### src/rtl/ppm16_byte_fifo_if.sv
// Symbol-in / byte-out handshake bundle between the 16-PPM demodulator,
// the byte FIFO and its reader.
interface ppm16_byte_fifo_if #(
    parameter int DEPTH = 16
);
    localparam int ADDR_W = $clog2(DEPTH);

    logic [3:0]      sym_in;
    logic            sym_valid;
    logic            packet_start;
    logic            rd_en;
    logic [7:0]      dout;
    logic            dout_sop;
    logic            dout_valid;
    logic            full;
    logic [ADDR_W:0] count;

    modport master (
        output sym_in, sym_valid, packet_start, rd_en,
        input  dout, dout_sop, dout_valid, full, count
    );

    modport slave (
        input  sym_in, sym_valid, packet_start, rd_en,
        output dout, dout_sop, dout_valid, full, count
    );
endinterface

### src/rtl/ppm16_byte_fifo.sv
// Packs demodulated 4-bit PPM symbols into bytes, tags packet starts and
// buffers them in a first-word-fall-through FIFO with sticky error flags.
module ppm16_byte_fifo #(
    parameter int DEPTH = 16
) (
    input  logic              clk,
    input  logic              reset,
    ppm16_byte_fifo_if.slave  bus,
    input  logic              clear_flags,
    output logic              overflow,
    output logic              misalign
);
    localparam int ADDR_W = $clog2(DEPTH);
    localparam logic [ADDR_W:0] FULL_CNT = (ADDR_W+1)'(DEPTH);

    typedef enum logic {S_HI, S_LO} state_t;

    typedef struct packed {
        logic       sop;
        logic [7:0] data;
    } entry_t;

    entry_t            mem [DEPTH];
    entry_t            head;
    state_t            state;
    logic [3:0]        hi;
    logic              sop_pending;
    logic [ADDR_W-1:0] wr_ptr;
    logic [ADDR_W-1:0] rd_ptr;
    logic [ADDR_W:0]   cnt;

    logic wr_req;
    logic pop;
    logic push;
    logic full_q;
    logic ovf_ev;
    logic mis_ev;

    // A packet_start in S_LO wins over a completing symbol: the held nibble is dropped.
    assign wr_req = (state == S_LO) && bus.sym_valid && !bus.packet_start;
    assign full_q = (cnt == FULL_CNT);
    assign pop    = bus.rd_en && (cnt != '0);
    assign push   = wr_req && (!full_q || pop);
    assign ovf_ev = wr_req && full_q && !pop;
    assign mis_ev = bus.packet_start && (state == S_LO);

    always_ff @(posedge clk) begin
        if (reset) begin
            state       <= S_HI;
            hi          <= '0;
            sop_pending <= 1'b0;
        end else if (bus.packet_start) begin
            sop_pending <= 1'b1;
            if (bus.sym_valid) begin
                hi    <= bus.sym_in;
                state <= S_LO;
            end else begin
                state <= S_HI;
            end
        end else if (bus.sym_valid) begin
            if (state == S_HI) begin
                hi    <= bus.sym_in;
                state <= S_LO;
            end else begin
                sop_pending <= 1'b0;
                state       <= S_HI;
            end
        end
    end

    always_ff @(posedge clk) begin
        if (push) mem[wr_ptr] <= '{sop: sop_pending, data: {hi, bus.sym_in}};
    end

    always_ff @(posedge clk) begin
        if (reset) begin
            wr_ptr <= '0;
            rd_ptr <= '0;
            cnt    <= '0;
        end else begin
            if (push) wr_ptr <= wr_ptr + 1'b1;
            if (pop)  rd_ptr <= rd_ptr + 1'b1;
            case ({push, pop})
                2'b10:   cnt <= cnt + 1'b1;
                2'b01:   cnt <= cnt - 1'b1;
                default: cnt <= cnt;
            endcase
        end
    end

    // Set wins over clear when both land in the same cycle.
    always_ff @(posedge clk) begin
        if (reset) begin
            overflow <= 1'b0;
            misalign <= 1'b0;
        end else begin
            overflow <= (overflow && !clear_flags) || ovf_ev;
            misalign <= (misalign && !clear_flags) || mis_ev;
        end
    end

    assign head           = mem[rd_ptr];
    assign bus.count      = cnt;
    assign bus.full       = full_q;
    assign bus.dout_valid = (cnt != '0);
    assign bus.dout       = bus.dout_valid ? head.data : 8'h00;
    assign bus.dout_sop   = bus.dout_valid ? head.sop  : 1'b0;
endmodule

### src/flat_wrapper.sv
// flat-port wrapper written by rule: the top's interface ports become plain ports
module ppm16_byte_fifo_flat 
#(
    parameter int DEPTH = 16
)
  (clk, reset, clear_flags, overflow, misalign, bus_sym_in, bus_sym_valid, bus_packet_start, bus_rd_en, bus_dout, bus_dout_sop, bus_dout_valid, bus_full, bus_count);
  ppm16_byte_fifo_if #(.DEPTH(DEPTH)) bus_i ();
  input  logic clk;
  input  logic reset;
  input  logic clear_flags;
  output logic overflow;
  output logic misalign;
  input wire logic [$bits(bus_i.sym_in)-1:0] bus_sym_in;
  input wire logic [$bits(bus_i.sym_valid)-1:0] bus_sym_valid;
  input wire logic [$bits(bus_i.packet_start)-1:0] bus_packet_start;
  input wire logic [$bits(bus_i.rd_en)-1:0] bus_rd_en;
  output wire logic [$bits(bus_i.dout)-1:0] bus_dout;
  output wire logic [$bits(bus_i.dout_sop)-1:0] bus_dout_sop;
  output wire logic [$bits(bus_i.dout_valid)-1:0] bus_dout_valid;
  output wire logic [$bits(bus_i.full)-1:0] bus_full;
  output wire logic [$bits(bus_i.count)-1:0] bus_count;
  assign bus_i.sym_in = bus_sym_in;
  assign bus_i.sym_valid = bus_sym_valid;
  assign bus_i.packet_start = bus_packet_start;
  assign bus_i.rd_en = bus_rd_en;
  assign bus_dout = bus_i.dout;
  assign bus_dout_sop = bus_i.dout_sop;
  assign bus_dout_valid = bus_i.dout_valid;
  assign bus_full = bus_i.full;
  assign bus_count = bus_i.count;
  ppm16_byte_fifo #(.DEPTH(DEPTH)) u_core (.clk(clk), .reset(reset), .bus(bus_i), .clear_flags(clear_flags), .overflow(overflow), .misalign(misalign));
endmodule
### config.mk
export PLATFORM = sky130hd
export DESIGN_NAME = ppm16_byte_fifo_flat
export DESIGN_NICKNAME = d
export VERILOG_FILES = /design/src/rtl/ppm16_byte_fifo_if.sv /design/src/rtl/ppm16_byte_fifo.sv /design/src/flat_wrapper.sv
export SDC_FILE = /design/constraint.sdc
export NUM_CORES = 1
export LEC_CHECK = 0
export BUFFER_PORTS_ARGS = -buffer_cell sky130_fd_sc_hd__buf_2
export CAP_MARGIN = 15
export CELL_PAD_IN_SITES_DETAIL_PLACEMENT = 2
export CELL_PAD_IN_SITES_GLOBAL_PLACEMENT = 2
export CORE_UTILIZATION = 45
export DETAILED_ROUTE_END_ITERATION = 8
export GPL_ROUTABILITY_DRIVEN = 0
export PLACE_DENSITY_LB_ADDON = 0.1
export SLEW_MARGIN = 20
export SYNTH_ARGS = -nofsm -noshare
export SYNTH_HDL_FRONTEND = slang
export SYNTH_SLANG_ARGS = --single-unit
### constraint.sdc
create_clock -name clk -period 2.7 [get_ports clk]
set_input_delay 0.27 -clock clk [delete_from_list [all_inputs] [get_ports clk]]
set_output_delay 0.27 -clock clk [all_outputs]
set_load 0.01 [all_outputs]
### Word level (Yosys, flattened, before mapping)

Memory sizes are Yosys's and may differ from the RTL's. A register that Yosys moved wholly into a read port is not among the register bits.
Index checks and enable logic that the tools add are counted.

* logic and storage cells: 57
* input bits: 10
* memory bits (writable): 144
* output and inout port bits: 18
* register bits: 21
* memories kept: 1

* reductions and logical operators: 22
* add/subtract/negate cells: 4
* equality and inequality tests: 4
* multiplexer cells: 18

Memory list
* u_core.mem: depth 16, bits a word 9, rd ports 1, clocked after memory_dff 1, wr ports 1, RTL line ppm16_byte_fifo.sv:23 `entry_t mem [DEPTH];`

Operators with widths (number)
* 4-bit 2-to-1 mux: 6
* 1-bit 2-to-1 mux: 10
* 5-bit one-hot mux with 2 select lines: 1
* 1-bit logical AND: 9
* 4-bit by 1-bit adder with 4-bit output, second input constant: 2
* 8-bit 2-to-1 mux: 1
* 2-bit nonzero test: 3
* 5-bit by 1-bit adder with 5-bit output, second input constant: 1
* 5-bit equality test, second input constant: 1
* 5-bit nonzero test: 1
* 5-bit by 1-bit subtractor with 5-bit output, second input constant: 1
* 1-bit zero test: 4
* 2-bit AND reduction: 2
* 1-bit logical OR: 3
* 2-bit by 1-bit equality test with 1-bit output, second input constant: 1
* 2-bit equality test, second input constant: 1
* 2-bit != test, second input constant: 1

### Longest topological paths before layout

* depth in word-level cells: 6
* mapped depth: 8
* mapped depth without buffers: 8

### Least setup slack after synthesis

Ideal clock, no wire load.

* path type: register to register
* from: reg u_core.cnt[0] (netlist: u_core.bus.count[0])
* to: reg u_core.cnt[4] (netlist: u_core.bus.count[4])
* setup time: 74 ps
* path buffers: 0
* required time: 2626 ps
* path slack: 264 ps
* clock period less this slack: 2436 ps
* data arrival time: 2362 ps
* stages on the path, launching flop included: 9
* cells stage by stage: dfxtp_1 > or4_4 > nor2_4 > nor2_1 > ha_1 > a21oi_1 > nand2_1 > or4_1 > a31oi_1

* word-level cells in the longest chain between the ends: 6
* elaborated cells on any way between the ends: 12
* those cells by class: 2 x add/sub; 3 x eq/ne; 1 x mux; 6 x reduce/logical

Ends and longest elaborated chain
* from (decl): RTL line ppm16_byte_fifo.sv:30 `logic [ADDR_W:0] cnt;`
* from (signal assigned): RTL line ppm16_byte_fifo.sv:84 `2'b10: cnt <= cnt + 1'b1;`
* from (signal assigned): RTL line ppm16_byte_fifo.sv:85 `2'b01: cnt <= cnt - 1'b1;`
* from (signal assigned): RTL line ppm16_byte_fifo.sv:86 `default: cnt <= cnt;`
* 5-bit equality test / 5-bit nonzero test (equally long branches): RTL line ppm16_byte_fifo.sv:41, ppm16_byte_fifo.sv:42
* 1-bit zero test / 1-bit logical AND (equally long branches): RTL line ppm16_byte_fifo.sv:43, ppm16_byte_fifo.sv:42
* 1-bit logical OR: RTL line ppm16_byte_fifo.sv:43 `assign push = wr_req && (!full_q || pop);`
* 1-bit logical AND: RTL line ppm16_byte_fifo.sv:43
* 2-bit by 1-bit equality test with 1-bit output / 2-bit equality test (equally long branches): RTL line ppm16_byte_fifo.sv:83 `case ({push, pop})`
* 5-bit one-hot mux with 2 select lines / 2-bit nonzero test (equally long branches)

Several ways; a longest one is shown, not always the timed one.
A chain may end at the register's enable or synchronous reset.

### Final worst setup path

Ends and elaborated chain as after synthesis.

==> impl_metrics.py <==
metrics = {
    "run_status": {
        "outcome": "finished clean",
    },
    "cts": {
        "cts_tree": "yes",
        "hold_buffers": 0,
        "h-tree-depth": 4,
        "cts.clk_slew.worst_paths_ns": 0.06,
        "clk_latency_ns": 0.44,
        "clock-sinks": 169,
        "cts_root_buf": "clkbuf_16",
        "ctsLongestPathBuffers": 2,
        "cts_buffers": 17,
        "post_cts_buffers": 0,
    },
    "synthesis": {
        "syn_avg_cell_area_um2": 18.2,
        "yosysSeqAreaShare_pct": 71.3,
        "yosysMostFrequentCell": "edfxtp_1",
        "syn_area_mm2": 0.00677,
        "synth_cell_type_count": 44,
        "synthFlopType": "edfxtp_1",
        "ys_top_cells_by_count": "144 x edfxtp_1, 36 x mux4_2, 25 x dfxtp_1, 25 x mux2i_1, 21 x nor2_1",
        "synthCells": 371,
        "syn-num-nets": 390,
        "synth-edff-count": 144,
        "synth_top_area_share_pct": 63.9,
        "yosys-top-cells-area": "edfxtp_1 64%, mux4_2 12%, dfxtp_1 7.4%",
        "async_reset_ff_share_pct": 0,
        "synth_top_area_cell": "edfxtp_1",
        "synth-warning-count": 0,
        "ys_ff_latch": 169,
    },
    "route": {
        "drt_iter0_markers": 294,
        "wire_per_inst_um": 29.5,
        "firstDrtPassIters": 4,
        "postRouteAntennaNets": 0,
        "vias": 3668,
        "routed_wl_um": 18300,
        "viasPerCell": 5.91,
        "drt_drc_violations_left": 0,
    },
    "timing": {
        "fin_crit_sh_pct": 94.4,
        "fin_setup_tns_ns": 0,
        "worstMarginPinSlew_ns": 0.729,
        "relSlewSlack_pct": 51.3,
        "fmax_mhz": 392,
        "drv_slew": 0,
        "whs_ns": 0.141,
        "fin_crit_ns": 2.55,
        "hold_violations": 0,
        "rsz0062_at_grt": "false",
        "setup_viol": 0,
        "skew_ns": 0.0101,
    },
    "die": {
        "io_pins": 28,
        "die_w_um": 125,
        "die_h_um": 125,
        "dieArea_mm2": 0.0155,
        "core_mm2": 0.0146,
        "start_util_pct": 46.4,
        "num_rows": 44,
    },
    "critical_path": {
        "path_max_fanout": 4,
        "crit_type": "flip-flop to flip-flop",
        "end_kind": "flip-flop",
        "cp.required_ns": 3.05,
        "worst_setup_path_start_kind": "flip-flop",
        "arrival_ns": 2.90,
        "reg2reg_depth": 8,
    },
    "flow_run": {
        "drv_cap": 0,
    },
    "cells_and_area": {
        "num_antenna_cells": 0,
        "area_growth_pct": 17.9,
        "num-nets-final": 443,
        "drive_above_1_share_pct": 31.1,
    },
    "global_route": {
        "antenna_found_initial": 0,
        "grt_pass1_wl_um": 27500,
        "grt_overflow": 0,
        "grt_usage_pct": 25.4,
        "grt_max_degree": 28,
        "grt_pass1_vias": 4208,
    },
    "placement": {
        "io_buffers": 27,
        "place_hpwl_um": 11700,
    },
    "pwr": {
        "peakVddDrop_mv": 0.459,
        "p_leak_nw": 2.69,
        "power_density_mw_per_mm2": 860,
    },
    "min_path": {
        "hp-class": "input pin to flip-flop",
        "holdPathStages": 3,
    },
}
worst max-delay path, cell delays in order (launching register included):
cell and delay (ns):
dfxtp_1 0.31, or4_4 0.57, nor2_4 0.13, nor2_1 0.12
fa_1 0.42, nand3_1 0.12, nand2_1 0.09, or4_1 0.47
a31oi_1 0.21
worst paths after layout:
check / slack, ns / start / end
hold / removal: 0.14 / bus_packet_start / u_core.sop_pending
setup / recovery: 0.15 / u_core.bus.count[0] / u_core.bus.count[4]
hold reg to reg: 0.50 / u_core.overflow / u_core.overflow
setup reg to reg: 0.15 / u_core.bus.count[0] / u_core.bus.count[4]
final cells by class:
cell class / instances / area, um^2
Clock inverter: 7 / 95.1
Fill cell: 1245 / 6610
Tap cell: 184 / 230
Clock buffer: 25 / 571
Inverter: 10 / 37.5
Sequential cell: 169 / 4830
Multi-Input combinational cell: 175 / 1880
Timing Repair Buffer: 51 / 340
power breakdown:
group	internal, mW	switching (mW)
Combinational	0.536	0.698
Sequential	2.88	0.0677
Clock	1.66	1.02
per-stage QoR:
step	cell area (um^2)	cells	setup slack (ns)	total power [mW]	utilization [%]
after floorplan	6770	371	0.264	3.77	-
after global placement	7310	589	0.280	4.16	50.1
after detailed placement	7310	589	0.161	4.24	50.1
after CTS	7980	621	0.0112	6.92	54.7
after global routing	7980	621	0.0204	7.09	54.7
final	7980	621	0.150	6.86	54.7
per-layer routing:
metal  track usage, %  vias to the layer above  share of wire, %
li1                 -                     1580                 -
met1             33.2                     1965                42
met2             41.7                       98                52
met3             5.84                       25               4.8
met4             9.00                        0               1.8
met5                0                        -                 0
what timing repair did:
action                                  4_1_cts  5_1_grt
endpoints found under the hold margin         0        0
gates cloned                                  0        0
gates resized for setup                       1        2
endpoints found under the setup margin        1        2
cell families after synthesis:
logic type | count (synthesis) | synth area share [%]
compound gates | 32 | 3.25
xor+xnor | 6 | 0.776
fa+ha+maj | 9 | 1.77
buf+inv | 27 | 1.72
flops | 169 | 71.3
mux | 63 | 16.0
simple gates | 65 | 5.21
sequential cells by signal (all words and copies together), names as in the netlist, named ones only:
register,cells
u_core.bus.count,5
u_core.hi,4
u_core.mem,144
u_core.misalign,1
u_core.overflow,1
u_core.rd_ptr,4
u_core.sop_pending,1
u_core.state,1
u_core.wr_ptr,4
cells in the final DEF (no fill, tap or decap), types with 4 or more instances in the layout:
cell,Yosys,final
a21oi_1,6,5
and2_1,6,6
buf_2,9,27
buf_4,1,22
clkbuf_16,0,21
dfxtp_1,25,23
edfxtp_1,144,144
ha_1,8,8
inv_1,10,10
mux2i_1,25,25
mux4_2,36,36
nand2_1,6,5
nand2b_1,5,4
nand3_1,4,4
nor2_1,21,21
o22ai_1,9,9
xnor2_1,4,4
No activity file was read; power rests on OpenSTA's default activity.
